**config.mk**
```make
export PLATFORM = sky130hd
export DESIGN_NAME = pb_fill_engine
export DESIGN_NICKNAME = d
export VERILOG_FILES = /design/src/rtl/pb_fill_engine.sv
export SDC_FILE = /design/constraint.sdc
export NUM_CORES = 1
export LEC_CHECK = 0
export ABC_CLOCK_PERIOD_IN_PS = 5900
export CAP_MARGIN = 5
export CORE_UTILIZATION = 60
export DETAILED_ROUTE_END_ITERATION = 12
export PLACE_DENSITY = 0.88
export SETUP_SLACK_MARGIN = 0.02
export SYNTH_ARGS = -nofsm -noshare
export SYNTH_HDL_FRONTEND = slang
export SYNTH_SLANG_ARGS = --single-unit
```
**constraint.sdc**
```tcl
create_clock -name clk_clk -period 5.9 [get_ports clk_clk]
set_input_delay 1.475 -clock clk_clk [delete_from_list [all_inputs] [get_ports clk_clk]]
set_output_delay 1.475 -clock clk_clk [all_outputs]
set_load 0.01 [all_outputs]
```
**src/rtl/pb_fill_engine.sv**
```systemverilog
// rtl/pb_fill_engine.sv - rectangle fill engine writing a colour into a pixel buffer
//
// Purpose: accepts one rectangle command at a time, clips it to the
// framebuffer and writes one pixel per cycle in row-major order.
// Optional feature macro: PB_FILL_CLEAR_EN (adds cmd_clear, whole-buffer fill).
//
// Ports:
//   clk_clk                        rising-edge clock
//   reset_reset_n                  synchronous active-low reset
//   cmd_valid / cmd_ready          command handshake
//   cmd_x0, cmd_x1                 inclusive column bounds (8 bit)
//   cmd_y0, cmd_y1                 inclusive row bounds (7 bit)
//   cmd_color                      fill colour
//   cmd_clear                      (PB_FILL_CLEAR_EN only) fill entire buffer
//   PB_WA, PB_DATA, PB_WE          pixel-buffer write port
//   busy                           command in progress
//   done                           one-cycle completion pulse
module pb_fill_engine #(
  parameter int FB_W = 160,
  parameter int FB_H = 120,
  parameter int AW   = 15,
  parameter int DW   = 4
) (
  input  logic          clk_clk,
  input  logic          reset_reset_n,
  input  logic          cmd_valid,
  output logic          cmd_ready,
  input  logic [7:0]    cmd_x0,
  input  logic [7:0]    cmd_x1,
  input  logic [6:0]    cmd_y0,
  input  logic [6:0]    cmd_y1,
  input  logic [DW-1:0] cmd_color,
`ifdef PB_FILL_CLEAR_EN
  input  logic          cmd_clear,
`endif
  output logic [AW-1:0] PB_WA,
  output logic [DW-1:0] PB_DATA,
  output logic          PB_WE,
  output logic          busy,
  output logic          done
);

  typedef enum logic [1:0] {IDLE, CLIP, FILL, DONE} state_t;

  localparam logic [7:0]    X_MAX  = 8'(FB_W - 1);
  localparam logic [6:0]    Y_MAX  = 7'(FB_H - 1);
  localparam logic [AW-1:0] FB_W_A = AW'(FB_W);

  state_t state, state_nxt;

  logic [7:0]    x0_r, x1_r, x_cur;
  logic [6:0]    y0_r, y1_r, y_cur;
  logic [AW-1:0] row_base;
  logic [DW-1:0] color_r;
`ifdef PB_FILL_CLEAR_EN
  logic          clear_r;
`endif

  logic [7:0] x1_clamp;
  logic [6:0] y1_clamp;
  logic       rect_empty;
  logic       last_pixel;

  // x0 >= FB_W and y0 >= FB_H are written as "> max" to stay in the field widths.
  always_comb begin
    x1_clamp   = (x1_r > X_MAX) ? X_MAX : x1_r;
    y1_clamp   = (y1_r > Y_MAX) ? Y_MAX : y1_r;
    rect_empty = (x0_r > x1_clamp) || (y0_r > y1_clamp) ||
                 (x0_r > X_MAX) || (y0_r > Y_MAX);
`ifdef PB_FILL_CLEAR_EN
    if (clear_r) rect_empty = 1'b0;
`endif
    last_pixel = (x_cur == x1_r) && (y_cur == y1_r);
  end

  always_ff @(posedge clk_clk) begin
    if (!reset_reset_n) state <= IDLE;
    else                state <= state_nxt;
  end

  always_comb begin
    state_nxt = state;
    case (state)
      IDLE:    if (cmd_valid) state_nxt = CLIP;
      CLIP:    state_nxt = rect_empty ? DONE : FILL;
      FILL:    if (last_pixel) state_nxt = DONE;
      DONE:    state_nxt = IDLE;
      default: state_nxt = IDLE;
    endcase
  end

  always_comb begin
    cmd_ready = (state == IDLE);
    busy      = (state != IDLE);
    done      = (state == DONE);
    PB_WE     = (state == FILL);
    PB_WA     = row_base + AW'(x_cur);
    PB_DATA   = color_r;
  end

  // Command registers and fill counters. After CLIP, x1_r/y1_r hold the
  // clamped bounds so the FILL loop compares against final limits only.
  always_ff @(posedge clk_clk) begin
    if (!reset_reset_n) begin
      x0_r     <= '0;
      x1_r     <= '0;
      y0_r     <= '0;
      y1_r     <= '0;
      x_cur    <= '0;
      y_cur    <= '0;
      row_base <= '0;
      color_r  <= '0;
`ifdef PB_FILL_CLEAR_EN
      clear_r  <= 1'b0;
`endif
    end else begin
      case (state)
        IDLE: begin
          if (cmd_valid) begin
            x0_r    <= cmd_x0;
            x1_r    <= cmd_x1;
            y0_r    <= cmd_y0;
            y1_r    <= cmd_y1;
            color_r <= cmd_color;
`ifdef PB_FILL_CLEAR_EN
            clear_r <= cmd_clear;
`endif
          end
        end
        CLIP: begin
          x1_r     <= x1_clamp;
          y1_r     <= y1_clamp;
          x_cur    <= x0_r;
          y_cur    <= y0_r;
          // Starting row offset is a constant-coefficient product; every
          // subsequent row is reached by adding FB_W.
          row_base <= AW'(y0_r) * FB_W_A;
`ifdef PB_FILL_CLEAR_EN
          if (clear_r) begin
            x0_r     <= '0;
            x1_r     <= X_MAX;
            y1_r     <= Y_MAX;
            x_cur    <= '0;
            y_cur    <= '0;
            row_base <= '0;
          end
`endif
        end
        FILL: begin
          if (x_cur == x1_r) begin
            x_cur <= x0_r;
            if (y_cur != y1_r) begin
              y_cur    <= y_cur + 7'd1;
              row_base <= row_base + FB_W_A;
            end
          end else begin
            x_cur <= x_cur + 8'd1;
          end
        end
        default: ;
      endcase
    end
  end

endmodule
```
==> results of run 1 <==
==> synth_stat cells, types with 5 or more instances <==
cell type	number	area, um2
sky130_fd_sc_hd__xor2_1	9	78.8
sky130_fd_sc_hd__o21a_1	5	37.5
sky130_fd_sc_hd__o221a_2	8	90.1
sky130_fd_sc_hd__nand2_1	88	330
sky130_fd_sc_hd__nand4_1	10	62.6
sky130_fd_sc_hd__nor2b_1	5	31.3
sky130_fd_sc_hd__buf_2	7	35.0
sky130_fd_sc_hd__nor2_1	28	105
sky130_fd_sc_hd__nand2b_1	10	62.6
sky130_fd_sc_hd__o21ai_1	5	25.0
sky130_fd_sc_hd__inv_1	14	52.6
sky130_fd_sc_hd__xnor2_1	18	158
sky130_fd_sc_hd__nand3_1	11	55.1
sky130_fd_sc_hd__o32ai_2	9	146
sky130_fd_sc_hd__dfxtp_1	61	1220
sky130_fd_sc_hd__clkbuf_1	19	71.3
sky130_fd_sc_hd__a21o_1	5	37.5
sky130_fd_sc_hd__a21oi_1	53	265
sky130_fd_sc_hd__o21ai_0	15	75.1
sky130_fd_sc_hd__ha_1	34	425
sky130_fd_sc_hd__mux2i_1	8	80.1
sky130_fd_sc_hd__a211oi_2	8	100
==> cell type report <==
class | instances | area, um2
Tap cell | 80 | 100
Clock buffer | 12 | 145
Timing Repair Buffer | 61 | 606
Inverter | 15 | 56.3
Multi-Input combinational cell | 397 | 2730
Clock inverter | 4 | 47.5
Fill cell | 517 | 1850
Sequential cell | 61 | 1220
==> registers in the layout, indices dropped and copies added (netlist names) <==
| signal | flops |
|---|---|
| PB_DATA | 4 |
| row_base | 10 |
| state | 2 |
| x0_r | 8 |
| x1_r | 8 |
| x_cur | 8 |
| y0_r | 7 |
| y1_r | 7 |
| y_cur | 7 |
==> report_power, final <==
part | leakage [nW] | internal (W) | switching [W] | total [W]
combinational | 1.22 | 0.000498 | 0.000656 | 0.00115
sequential | 0.499 | 0.000511 | 0.000135 | 0.000646
clock | 0.0964 | 0.000205 | 0.000168 | 0.000373
total | 1.82 | 0.00121 | 0.000960 | 0.00217
==> worst min path at each step <==
stage | to | slack [ns]
2_1_floorplan | x0_r[0] | 0.44
3_3_place_gp | PB_DATA[2] | 0.44
3_5_place_dp | PB_DATA[3] | 0.45
4_1_cts | PB_DATA[3] | 0.46
5_1_grt | x0_r[0] | 0.49
6_report | PB_DATA[3] | 0.46
==> placed cells by master, fill, tap and decap left out, types with 3 or more instances in the layout <==
cell type                          n
sky130_fd_sc_hd__and3_1            3
sky130_fd_sc_hd__a21oi_1          53
sky130_fd_sc_hd__o221a_2           8
sky130_fd_sc_hd__ha_1             34
sky130_fd_sc_hd__clkbuf_8         10
sky130_fd_sc_hd__o2bb2ai_1         4
sky130_fd_sc_hd__clkdlybuf4s50_1  59
sky130_fd_sc_hd__nand3_1          11
sky130_fd_sc_hd__xnor2_1          18
sky130_fd_sc_hd__o21a_1            5
sky130_fd_sc_hd__nand4_1          10
sky130_fd_sc_hd__nand2_1          88
sky130_fd_sc_hd__o211ai_1          3
sky130_fd_sc_hd__a21o_1            5
sky130_fd_sc_hd__xor2_1            9
sky130_fd_sc_hd__nand2b_1         10
sky130_fd_sc_hd__dfxtp_1          61
sky130_fd_sc_hd__o21ai_1           5
sky130_fd_sc_hd__nor2_1           28
sky130_fd_sc_hd__mux2i_1           8
sky130_fd_sc_hd__or3_1             4
sky130_fd_sc_hd__o32ai_2           9
sky130_fd_sc_hd__a31oi_1           3
sky130_fd_sc_hd__nor3_1            3
sky130_fd_sc_hd__nor2b_1           5
sky130_fd_sc_hd__inv_1            14
sky130_fd_sc_hd__a2bb2oi_1         3
sky130_fd_sc_hd__o21ai_0          15
sky130_fd_sc_hd__a211oi_1          3
sky130_fd_sc_hd__a211oi_2          8
==> per-stage QoR <==
| stage | utilization (%) | hold slack, ns | total power [W] | worst slack (ns) | instance area [um2] |
|---|---|---|---|---|---|
| 2_1_floorplan | - | 0.436 | 0.00150 | 2.89 | 4170 |
| 3_3_place_gp | 69.7 | 0.445 | 0.00173 | 2.27 | 4710 |
| 3_5_place_dp | 69.7 | 0.451 | 0.00178 | 2.21 | 4710 |
| 4_1_cts | 72.6 | 0.460 | 0.00216 | 1.85 | 4900 |
| 5_1_grt | 72.6 | 0.489 | 0.00232 | 1.64 | 4900 |
| 6_report | 72.6 | 0.456 | 0.00217 | 1.84 | 4900 |
==> kinds of logic after synthesis <==
| kind of cell | Yosys count | share of synthesized area (%) |
|---|---|---|
| xor+xnor | 27 | 5.67 |
| compound gates | 145 | 26.2 |
| fa+ha+maj | 36 | 10.9 |
| buf+inv | 48 | 5.43 |
| mux | 8 | 1.92 |
| simple gates | 181 | 20.6 |
| flops | 61 | 29.3 |
==> worst reg2reg max path, delay by kind of cell (launching register included) <==
family	cells	cell delay, ns
fa+ha+maj	3	0.98
compound gates	5	0.88
flops	1	0.47
==> per-layer routing <==
metal	up-vias	track usage [%]	part of all wire, %	routed length [um]
met4	0	10.5	2.1	222
met5	-	0	0	0
met3	28	6.52	6.0	647
li1	1896	-	-	-
met2	147	50.7	48	5170
met1	1859	41.1	44	4730
==> results.md, run 1 <==
* Detailed Routing Iterations Pass 1 at 4
* Critical R2R Capture: row_base[14]
* Power density normalized to cell area at between 400 and 500 nW/um2
* Detailed Route Iter0 Violations at around 340
* DIE HEIGHT at about 85 um
* Maximum clock rate at 246 MHz
* Worst min path class: register to register
* Slowest-stage cell, CP: sky130_fd_sc_hd__clkdlybuf4s50_1
* Number of cells on the worst reg-to-reg path at 8
* Syn Inst Count at around 510
* Final cycle utilization of the critical path at 68.8%
* Unrepaired setup endpoints after global routing: false
* Type of element capturing the critical path: output port
* Post-Synthesis Mean Instance Area at around 8.2 um2
* Clock transition time at the flip-flop clock pins of the worst setup and hold paths at around 0.06 ns
* Clock latency on the worst-skew pair at 0.35 ns
* Slew @ Worst Pin at 0.893 ns
* Hold path cells at 2
* Launch point of the worst reg-to-reg path: y0_r[1]
* Fin nets at a little over 600
* Largest fanout of any net on the critical path at 6
* Normalized max-slew margin at a little over 40%
* WL/cell at 17.1 um
* HPWL after detailed placement at approximately 7.6 mm
* Cell row count at 30
* Required time of the critical path at 4.43 ns
* Weighted congestion at the end of routability-driven global placement at between 0.8 and 0.9
* Max-cap violations at 0
* Number of vias after detailed routing at between 3000 and 4000
* Netlist area before placement at ~4200 um2
* H-tree levels at 3
* Highest cell delay on the worst timing path at about 0.54 ns
* TritonCTS clock tree: done
* Seq cells post-synth at a little over 60
* Starting Density at approximately 62%
* Number of input and output port buffers inserted at a little under 60
* Series of cell instances along the critical path: ha_1, a21o_1, a21oi_1, nor2_1, nand2_1, xnor2_1, clkdlybuf4s50_1
* Maximum resistive drop on vdd at 287 uV
* Type of the worst setup path: register to output port
* DP Cell Count at just over 600
* Overall fraction of global-route tracks in use at a little under a third
* DRC violations left at 0
* Leakage dissipation at between 1.5 and 2 nW
* Setup TNS at 0 ns
* Crit path max-delay family: compound AO/OA/AOI/OAI gates
* Share of flip-flops with an asynchronous set or reset at 0%
* Outcome: complete, no violations
* Synth Warn # at 0
* Final-report max-slew violation count at 0
* Via density at about 6.2
* Floorplan die width at around 85 um
* Sequential-to-total area share from yosys stat at roughly 30%
* Critical path destination: PB_WA[13]
* Clock skew at between 0.008 and 0.009 ns
* Area growth from synthesis to final layout at 17.4%
* Library cells used by synthesis at between 60 and 70
* Area of the core region at between 6000 and 7000 um2
* IO Count at 60
* Cts bufs inserted at 9
* Flop2flop setup slack at approximately 3.4 ns
* Main synth FF type: sky130_fd_sc_hd__dfxtp_1
* Sink Count at between 60 and 70
* Startpoint of the worst hold path: PB_DATA[3]
* Post-CTS Setup Repair Bufs at 0
* Number of hold buffers added after cts at 0
* Count of endpoints failing hold in the final timing report at 0
* Synthesized netlist net count at 578
* CTS Root Cell: sky130_fd_sc_hd__clkbuf_8
* Count of cells resized by post-cts repair at 0
* Cell count along the critical path at 7
* CTS Buffer Depth at 2
* Buf/Inv on CP at 1
* Total length of routed wires at roughly 11 mm
* Die Area at between 7000 and 8000 um2
* Startpoint types: register
* CP Data Arrival Time at around 2.6 ns
* Largest net degree at the start of global routing at 46
* First-pass GRT wire length at roughly 18 mm
* Critical path launch point: x_cur[6]
* Number of antenna violations at the first check in global routing at 0
* Number of enable flip-flop cells after synthesis at 0
* Setup violation total in the final timing report at 0
* Vias in the first global route at around 3800
* Crit path time final at between 4 and 5 ns
* Share of cells above drive strength 1 at between 9 and 10%
* Overall overflow remaining after global route at 0
* N_diodes at 0
* Remaining antenna violation count at 0
* Non-filler cells, final at 630
Power figures use the tool's default switching activity.
==> inputs of run 2 (changes only) <==
--- a/config.mk
+++ b/config.mk
@@ -5,11 +5,11 @@
 export SDC_FILE = /design/constraint.sdc
 export NUM_CORES = 1
 export LEC_CHECK = 0
-export ABC_CLOCK_PERIOD_IN_PS = 5900
+export ABC_CLOCK_PERIOD_IN_PS = 3900
 export CAP_MARGIN = 5
-export CORE_UTILIZATION = 60
+export CORE_UTILIZATION = 55
 export DETAILED_ROUTE_END_ITERATION = 12
-export PLACE_DENSITY = 0.88
+export PLACE_DENSITY = 0.82
 export SETUP_SLACK_MARGIN = 0.02
 export SYNTH_ARGS = -nofsm -noshare
 export SYNTH_HDL_FRONTEND = slang
==> constraint.sdc (replaced) <==
create_clock -name clk_clk -period 3.9 [get_ports clk_clk]
set_input_delay 0.975 -clock clk_clk [delete_from_list [all_inputs] [get_ports clk_clk]]
set_output_delay 0.975 -clock clk_clk [all_outputs]
set_load 0.01 [all_outputs]
==> run 2 against run 1 <==
Setup slack got worse by 1.5 ns. Final area increased by 1.1%. Non-clock buffer count increased by 3. Power increased by 52%. First-iteration DRC count decreased by 19%. Register-to-register slack got worse by 2.0 ns. Count of clock-buffer cells in the layout decreased by 3. Critical endpoint unchanged. Highest routed layer unchanged.
==> results.md, run 2 (synthesis gave the netlist of run 1 again) <==
* Slew @ Worst Pin at 0.891 ns (was 0.893 ns)
* Floorplan die width at 89.1 um (was 85.4 um)
* Power density normalized to cell area at 669 nW/um2 (was 444 nW/um2)
* Maximum resistive drop on vdd at 313 uV (was 287 uV)
* Final-report max-slew violation count at 0 (unchanged)
* Type of element capturing the critical path: output port (unchanged)
* DRC violations left at 0 (unchanged)
* Cell row count at 31 (was 30)
* IO Count at 60 (unchanged)
* Startpoint of the worst hold path: x0_r[0] (was PB_DATA[3])
* Vias in the first global route at 3671 (was 3846)
* Unrepaired setup endpoints after global routing: false (unchanged)
* Worst min path class: register to register (unchanged)
* Clock latency on the worst-skew pair at 0.35 ns (about the same)
* TritonCTS clock tree: done (unchanged)
* Overall fraction of global-route tracks in use at 28.3% (was 31.1%)
* Combinational fraction of design power at 53.1% (about the same)
* Fin nets at 620 (was 617)
* Non-filler cells, final at 652 (was 630)
* Outcome: complete, no violations (unchanged)
* Normalized max-slew margin at 40.5% (was 40.4%)
* Detailed Routing Iterations Pass 1 at 6 (was 4)
* Flop2flop setup slack at 1.43 ns (was 3.43 ns)
* Required time of the critical path at 2.92 ns (was 4.43 ns)
* H-tree levels at 3 (unchanged)
* Min-Delay Endpoint: x0_r[0] (was PB_DATA[3])
* Number of antenna violations at the first check in global routing at 0 (unchanged)
* Number of flip-flops under the largest register name at 10 (unchanged)
* Most flops, register: row_base (unchanged)
* Clock power frac at 17.5% (was 17.2%)
* Area of the core region at 7290 um2 (was 6760 um2)
* Largest fanout of any net on the critical path at 6 (unchanged)
* DIE HEIGHT at 89.1 um (was 85.4 um)
* Clock skew at 0.00686 ns (was 0.00898 ns)
* DP Cell Count at 636 (was 614)
* Internal power at 0.00184 W (was 0.00121 W)
* Crit path time final at between 3 and 4 ns
* Maximum clock rate at roughly 280 MHz
* Most common cell after layout, fill and taps aside: sky130_fd_sc_hd__nand2_1 (unchanged)
* Number of cells on the worst reg-to-reg path at 9 (was 8)
* Post-CTS Setup Repair Bufs at 0 (unchanged)
* N_diodes at 0 (unchanged)
* Filler Cells Inserted at 625 (was 517)
* Clock transition time at the flip-flop clock pins of the worst setup and hold paths at 0.07 ns (was 0.06 ns)
* Setup violation total in the final timing report at 0 (unchanged)
* Number of vias after detailed routing at 3917 (was 3930)
* Most frequent cells in the layout: sky130_fd_sc_hd__nand2_1, sky130_fd_sc_hd__dfxtp_1, sky130_fd_sc_hd__clkdlybuf4s50_1, sky130_fd_sc_hd__a21oi_1, sky130_fd_sc_hd__ha_1 (unchanged)
* Final cycle utilization of the critical path at 92.5%
* Net switching power at 0.00148 W (was 0.000960 W)
* Overall overflow remaining after global route at 0 (unchanged)
* Sink Count at 61 (unchanged)
* HPWL after detailed placement at 7.46 mm (was 7.55 mm)
* Number of input and output port buffers inserted at 59 (unchanged)
* Count of cells resized by post-cts repair at 0 (unchanged)
* Largest net degree at the start of global routing at 46 (unchanged)
* Total length of routed wires at 10.5 mm (was 10.8 mm)
* Type of the worst setup path: register to output port (unchanged)
* Die Area at 7940 um2 (was 7290 um2)
* Setup TNS at 0 ns (unchanged)
* Detailed Route Iter0 Violations at 276 (was 341)
* Count of endpoints failing hold in the final timing report at 0 (unchanged)
* WL/cell at 16.1 um (was 17.1 um)
* Hold path cells at 2 (unchanged)
* Cts bufs inserted at 9 (unchanged)
* CTS Root Cell: sky130_fd_sc_hd__clkbuf_8 (unchanged)
* Slowest-stage cell, CP: sky130_fd_sc_hd__clkdlybuf4s50_1 (unchanged)
* First-pass GRT wire length at 17.3 mm (was 18.2 mm)
* Register share of total power at 29.4% (was 29.7%)
* Remaining antenna violation count at 0 (unchanged)
* CTS Buffer Depth at 2 (unchanged)
* Series of cell instances along the critical path: ha_1, a21o_1, a21oi_1, nor2_1, nand2_1, xnor2_1, clkdlybuf4s50_1 (unchanged)
* CP Data Arrival Time at 2.63 ns (was 2.59 ns)
* Critical R2R Capture: state[0] (was row_base[14])
* Via density at 6.01 (was 6.24)
* Highest cell delay on the worst timing path at 0.56 ns (was 0.54 ns)
* Launch point of the worst reg-to-reg path: x1_r[7] (was y0_r[1])
* Switching Fraction at 44.6% (was 44.1%)
* Weighted congestion at the end of routability-driven global placement at 0.879 (was 0.871)
* Starting Density at 57.2% (was 61.8%)
* Leakage dissipation at 1.83 nW (was 1.82 nW)
* Max-cap violations at 0 (unchanged)
* Area growth from synthesis to final layout at 18.7% (was 17.4%)
* Number of hold buffers added after cts at 0 (unchanged)
* Share of cells above drive strength 1 at 10.1% (was 9.27%)
* Startpoint types: register (unchanged)
[run 2: cell type report]
cell class	count	area [um2]	share of cell area, %
Clock inverter	7	75.1	1.52
Timing Repair Buffer	64	628	12.7
Inverter	15	56.3	1.14
Multi-Input combinational cell	397	2730	55.0
Tap cell	99	124	2.50
Sequential cell	61	1220	24.6
Clock buffer	9	124	2.50
[run 2: power by group through the flow]
stage | logic, W | registers (W) | clock network [W]
global route | 0.00194 | 0.000992 | 0.000610
floorplan | 0.00136 | 0.000915 | 0
finish | 0.00176 | 0.000975 | 0.000580
CTS | 0.00175 | 0.000968 | 0.000585
detailed placement | 0.00173 | 0.000982 | 0
global placement | 0.00168 | 0.000973 | 0
[run 2: worst max-delay path by stage]
| stage | start | end | slack [ns] | depth (start not counted) |
|---|---|---|---|---|
| 2_1_floorplan | x_cur[6] | PB_WA[13] | 1.39 | 6 |
| 3_3_place_gp | x_cur[6] | PB_WA[13] | 0.77 | 7 |
| 3_5_place_dp | x_cur[6] | PB_WA[13] | 0.66 | 7 |
| 4_1_cts | x_cur[6] | PB_WA[13] | 0.27 | 7 |
| 5_1_grt | x_cur[6] | PB_WA[13] | 0.13 | 7 |
| 6_report | x_cur[6] | PB_WA[13] | 0.29 | 7 |
[run 2: per-layer routing]
layer	GRT usage [%]	part of all wire, %	wire (um)	vias up
met3	7.02	4.9	510	18
met1	36.9	46	4800	1864
met4	8.51	1.6	172	0
met2	46.5	48	5020	128
li1	-	-	-	1907
met5	0	0	0	-
[run 2: critical path: cells and delay by family (launching register included)]
family | cells | cell delay (ns)
compound gates | 2 | 0.60
buf+inv | 1 | 0.56
flops | 1 | 0.46
fa+ha+maj | 1 | 0.30
simple gates | 2 | 0.25
xor+xnor | 1 | 0.12
[run 2: stage by stage]
stage	power [W]	hold slack, ns	utilization, %	setup slack (ns)	instance area [um2]
CTS	0.00330	0.459	67.9	0.273	4950
global placement	0.00265	0.443	65.2	0.766	4760
finish	0.00331	0.459	67.9	0.294	4950
global route	0.00355	0.486	67.9	0.128	4950
floorplan	0.00227	0.436	-	1.39	4170
detailed placement	0.00271	0.448	65.2	0.661	4760
==> inputs of run 3 (changes only) <==
--- a/config.mk
+++ b/config.mk
@@ -5,12 +5,13 @@
 export SDC_FILE = /design/constraint.sdc
 export NUM_CORES = 1
 export LEC_CHECK = 0
-export ABC_CLOCK_PERIOD_IN_PS = 3900
+export ABC_CLOCK_PERIOD_IN_PS = 3540
 export CAP_MARGIN = 5
 export CORE_UTILIZATION = 55
 export DETAILED_ROUTE_END_ITERATION = 12
 export PLACE_DENSITY = 0.82
 export SETUP_SLACK_MARGIN = 0.02
+export SKIP_CTS_REPAIR_TIMING = 1
 export SYNTH_ARGS = -nofsm -noshare
 export SYNTH_HDL_FRONTEND = slang
 export SYNTH_SLANG_ARGS = --single-unit
==> constraint.sdc (replaced) <==
create_clock -name clk_clk -period 3.54 [get_ports clk_clk]
set_input_delay 0.885 -clock clk_clk [delete_from_list [all_inputs] [get_ports clk_clk]]
set_output_delay 0.885 -clock clk_clk [all_outputs]
set_load 0.01 [all_outputs]
==> run 3 against run 2 <==
Hold slack better by 0.0010 ns. Critical endpoint unchanged. Final area rose by 0.18%. Sequential cell count stayed put. Power up 10%. Largest cell class unchanged. Wire length decreased by 1.2%. Count of clock-buffer cells in the layout rose by 4. Clock skew up 0.0013 ns.
==> results.md, run 3 (synthesis gave the netlist of run 1 again) <==
* Outcome: complete, no violations (unchanged)
* WL/cell at 15.9 um (was 16.1 um)
* CP Data Arrival Time at 2.48 ns (was 2.63 ns)
* DIE HEIGHT at 89.1 um (unchanged)
* Largest net degree at the start of global routing at 46 (unchanged)
* Detailed Route Iter0 Violations at 254 (was 276)
* N_diodes at 0 (unchanged)
* Crit path time final at approximately 3.4 ns
* CTS Buffer Depth at 2 (unchanged)
* Most flops, register: row_base (unchanged)
* Remaining antenna violation count at 0 (unchanged)
* Series of cell instances along the critical path: ha_1, a21o_1, a21oi_2, nor2_1, nand2_1, xnor2_1, clkdlybuf4s50_1 (was ha_1, a21o_1, a21oi_1, nor2_1, nand2_1, xnor2_1, clkdlybuf4s50_1)
* Slew @ Worst Pin at 0.873 ns (was 0.891 ns)
* Starting Density at 57.2% (unchanged)
* Most common cell after layout, fill and taps aside: sky130_fd_sc_hd__nand2_1 (unchanged)
* Slowest-stage cell, CP: sky130_fd_sc_hd__clkdlybuf4s50_1 (unchanged)
* Worst min path class: register to register (unchanged)
* Register share of total power at 29.3% (was 29.4%)
* HPWL after detailed placement at 7.55 mm (was 7.46 mm)
* Detailed Routing Iterations Pass 1 at 5 (was 6)
* Die Area at 7940 um2 (unchanged)
* Setup violation total in the final timing report at 0 (unchanged)
* Number of antenna violations at the first check in global routing at 0 (unchanged)
* Overall fraction of global-route tracks in use at 28.3% (about the same)
* Number of flip-flops under the largest register name at 10 (unchanged)
* Sink Count at 61 (unchanged)
* Weighted congestion at the end of routability-driven global placement at 0.852 (was 0.879)
* Leakage dissipation at 1.84 nW (was 1.83 nW)
* Unrepaired setup endpoints after global routing: false (unchanged)
* First-pass GRT wire length at 17.3 mm (about the same)
* Area growth from synthesis to final layout at 18.9% (was 18.7%)
* Setup TNS at 0 ns (unchanged)
* Combinational fraction of design power at 52.5% (was 53.1%)
* Switching Fraction at 43.4% (was 44.6%)
* Largest fanout of any net on the critical path at 6 (unchanged)
* Via density at 5.96 (was 6.01)
* IO Count at 60 (unchanged)
* Max-cap violations at 0 (unchanged)
* Highest cell delay on the worst timing path at 0.55 ns (was 0.56 ns)
* Clock skew at 0.00815 ns (was 0.00686 ns)
* Cts bufs inserted at 9 (unchanged)
* Power density normalized to cell area at 738 nW/um2 (was 669 nW/um2)
* Pre-CTS setup slack at 0.378 ns (was 0.661 ns)
* Startpoint types: register (unchanged)
* Maximum resistive drop on vdd at 554 uV (was 313 uV)
* Share of cells above drive strength 1 at 9.96% (was 10.1%)
* Normalized max-slew margin at 41.7% (was 40.5%)
* Clock transition time at the flip-flop clock pins of the worst setup and hold paths at 0.07 ns (about the same)
* Crit path max-delay family: buffers and inverters (was compound AO/OA/AOI/OAI gates)
* CTS Root Cell: sky130_fd_sc_hd__clkbuf_8 (unchanged)
* Cell row count at 31 (unchanged)
* Overall overflow remaining after global route at 0 (unchanged)
* Clock latency on the worst-skew pair at 0.35 ns (about the same)
* Most frequent cells in the layout: sky130_fd_sc_hd__nand2_1, sky130_fd_sc_hd__dfxtp_1, sky130_fd_sc_hd__clkdlybuf4s50_1, sky130_fd_sc_hd__a21oi_1, sky130_fd_sc_hd__ha_1 (unchanged)
* Buf/Inv on CP at 1 (unchanged)
* Number of vias after detailed routing at 3883 (was 3917)
* Area of the core region at 7290 um2 (unchanged)
* Number of input and output port buffers inserted at 59 (unchanged)
* Clock power frac at 18.2% (was 17.5%)
* Floorplan die width at 89.1 um (unchanged)
* Setup ws final at 0.178 ns (was 0.294 ns)
* Net switching power at 0.00159 W (was 0.00148 W)
* Vias in the first global route at 3665 (was 3671)
* DRC violations left at 0 (unchanged)
* Type of the worst setup path: register to output port (unchanged)
* Maximum clock rate at around 300 MHz
* Fin nets at 619 (was 620)
* Required time of the critical path at 2.65 ns (was 2.92 ns)
* Type of element capturing the critical path: output port (unchanged)
* Final-report max-slew violation count at 0 (unchanged)
* TritonCTS clock tree: done (unchanged)
* Count of endpoints failing hold in the final timing report at 0 (unchanged)
* Final cycle utilization of the critical path at between 90% and 100%
* H-tree levels at 3 (unchanged)
* Internal power at 0.00207 W (was 0.00184 W)
* Total length of routed wires at 10.4 mm (was 10.5 mm)
==> run 3: cell count changes in the layout (fill, tap and decap cells not counted) <==
cell	delta
sky130_fd_sc_hd__clkbuf_1	+1
sky130_fd_sc_hd__inv_6	-1
sky130_fd_sc_hd__clkinv_4	-1
sky130_fd_sc_hd__buf_4	-1
sky130_fd_sc_hd__clkinvlp_4	-2
sky130_fd_sc_hd__clkbuf_8	+3
sky130_fd_sc_hd__a21oi_1	-1
sky130_fd_sc_hd__a21oi_2	+1
==> run 3: layout make-up <==
class | count | area, um2
Timing Repair Buffer | 63 | 621
Multi-Input combinational cell | 397 | 2730
Tap cell | 99 | 124
Inverter | 15 | 56.3
Sequential cell | 61 | 1220
Clock buffer | 13 | 169
Clock inverter | 3 | 42.5
Fill cell | 606 | 2330
==> run 3: power by group through the flow <==
stage	Sequential (W)	Combinational, W	Clock, W
after floorplan	0.00101	0.00149	0
after global placement	0.00107	0.00184	0
after detailed placement	0.00108	0.00190	0
after CTS	0.00107	0.00191	0.000674
after global routing	0.00109	0.00212	0.000704
final	0.00107	0.00192	0.000668
==> run 3: worst reg2reg max path, stage by stage (launching register included) <==
cell and delay (ns):
sky130_fd_sc_hd__dfxtp_1 0.48, sky130_fd_sc_hd__ha_1 0.30, sky130_fd_sc_hd__ha_1 0.25, sky130_fd_sc_hd__fa_1 0.42
sky130_fd_sc_hd__a21o_1 0.18, sky130_fd_sc_hd__a21oi_1 0.24, sky130_fd_sc_hd__a2bb2oi_1 0.25, sky130_fd_sc_hd__o31a_1 0.19
sky130_fd_sc_hd__o32ai_2 0.07
==> run 3: path summary, 6_finish.rpt <==
kind,startpoint,to,slack (ns),depth (start not counted)
max,x_cur[6],PB_WA[13],0.18,7
min,PB_DATA[3],PB_DATA[3],0.46,2
max reg2reg,y0_r[3],row_base[14],1.02,8
min reg2reg,PB_DATA[3],PB_DATA[3],0.46,2
==> run 3: per-stage QoR <==
| step | area, um2 | power (W) | cells | utilization [%] | hold WS [ns] |
|---|---|---|---|---|---|
| detailed placement | 4750 | 0.00298 | 635 | 65.1 | 0.452 |
| finish | 4960 | 0.00366 | 651 | 68.1 | 0.460 |
| CTS | 4960 | 0.00365 | 651 | 68.0 | 0.461 |
| floorplan | 4170 | 0.00250 | 506 | - | 0.436 |
| global route | 4960 | 0.00392 | 651 | 68.1 | 0.491 |
| global placement | 4750 | 0.00291 | 635 | 65.1 | 0.443 |
==> run 3: layer usage <==
metal	share of wire [%]	vias to the layer above	track usage [%]	routed length (um)
met3	6.5	18	6.74	674
met1	45	1822	36.8	4640
met5	0	-	0	0
met2	47	134	47.2	4910
met4	1.4	0	7.36	147
li1	-	1909	-	-
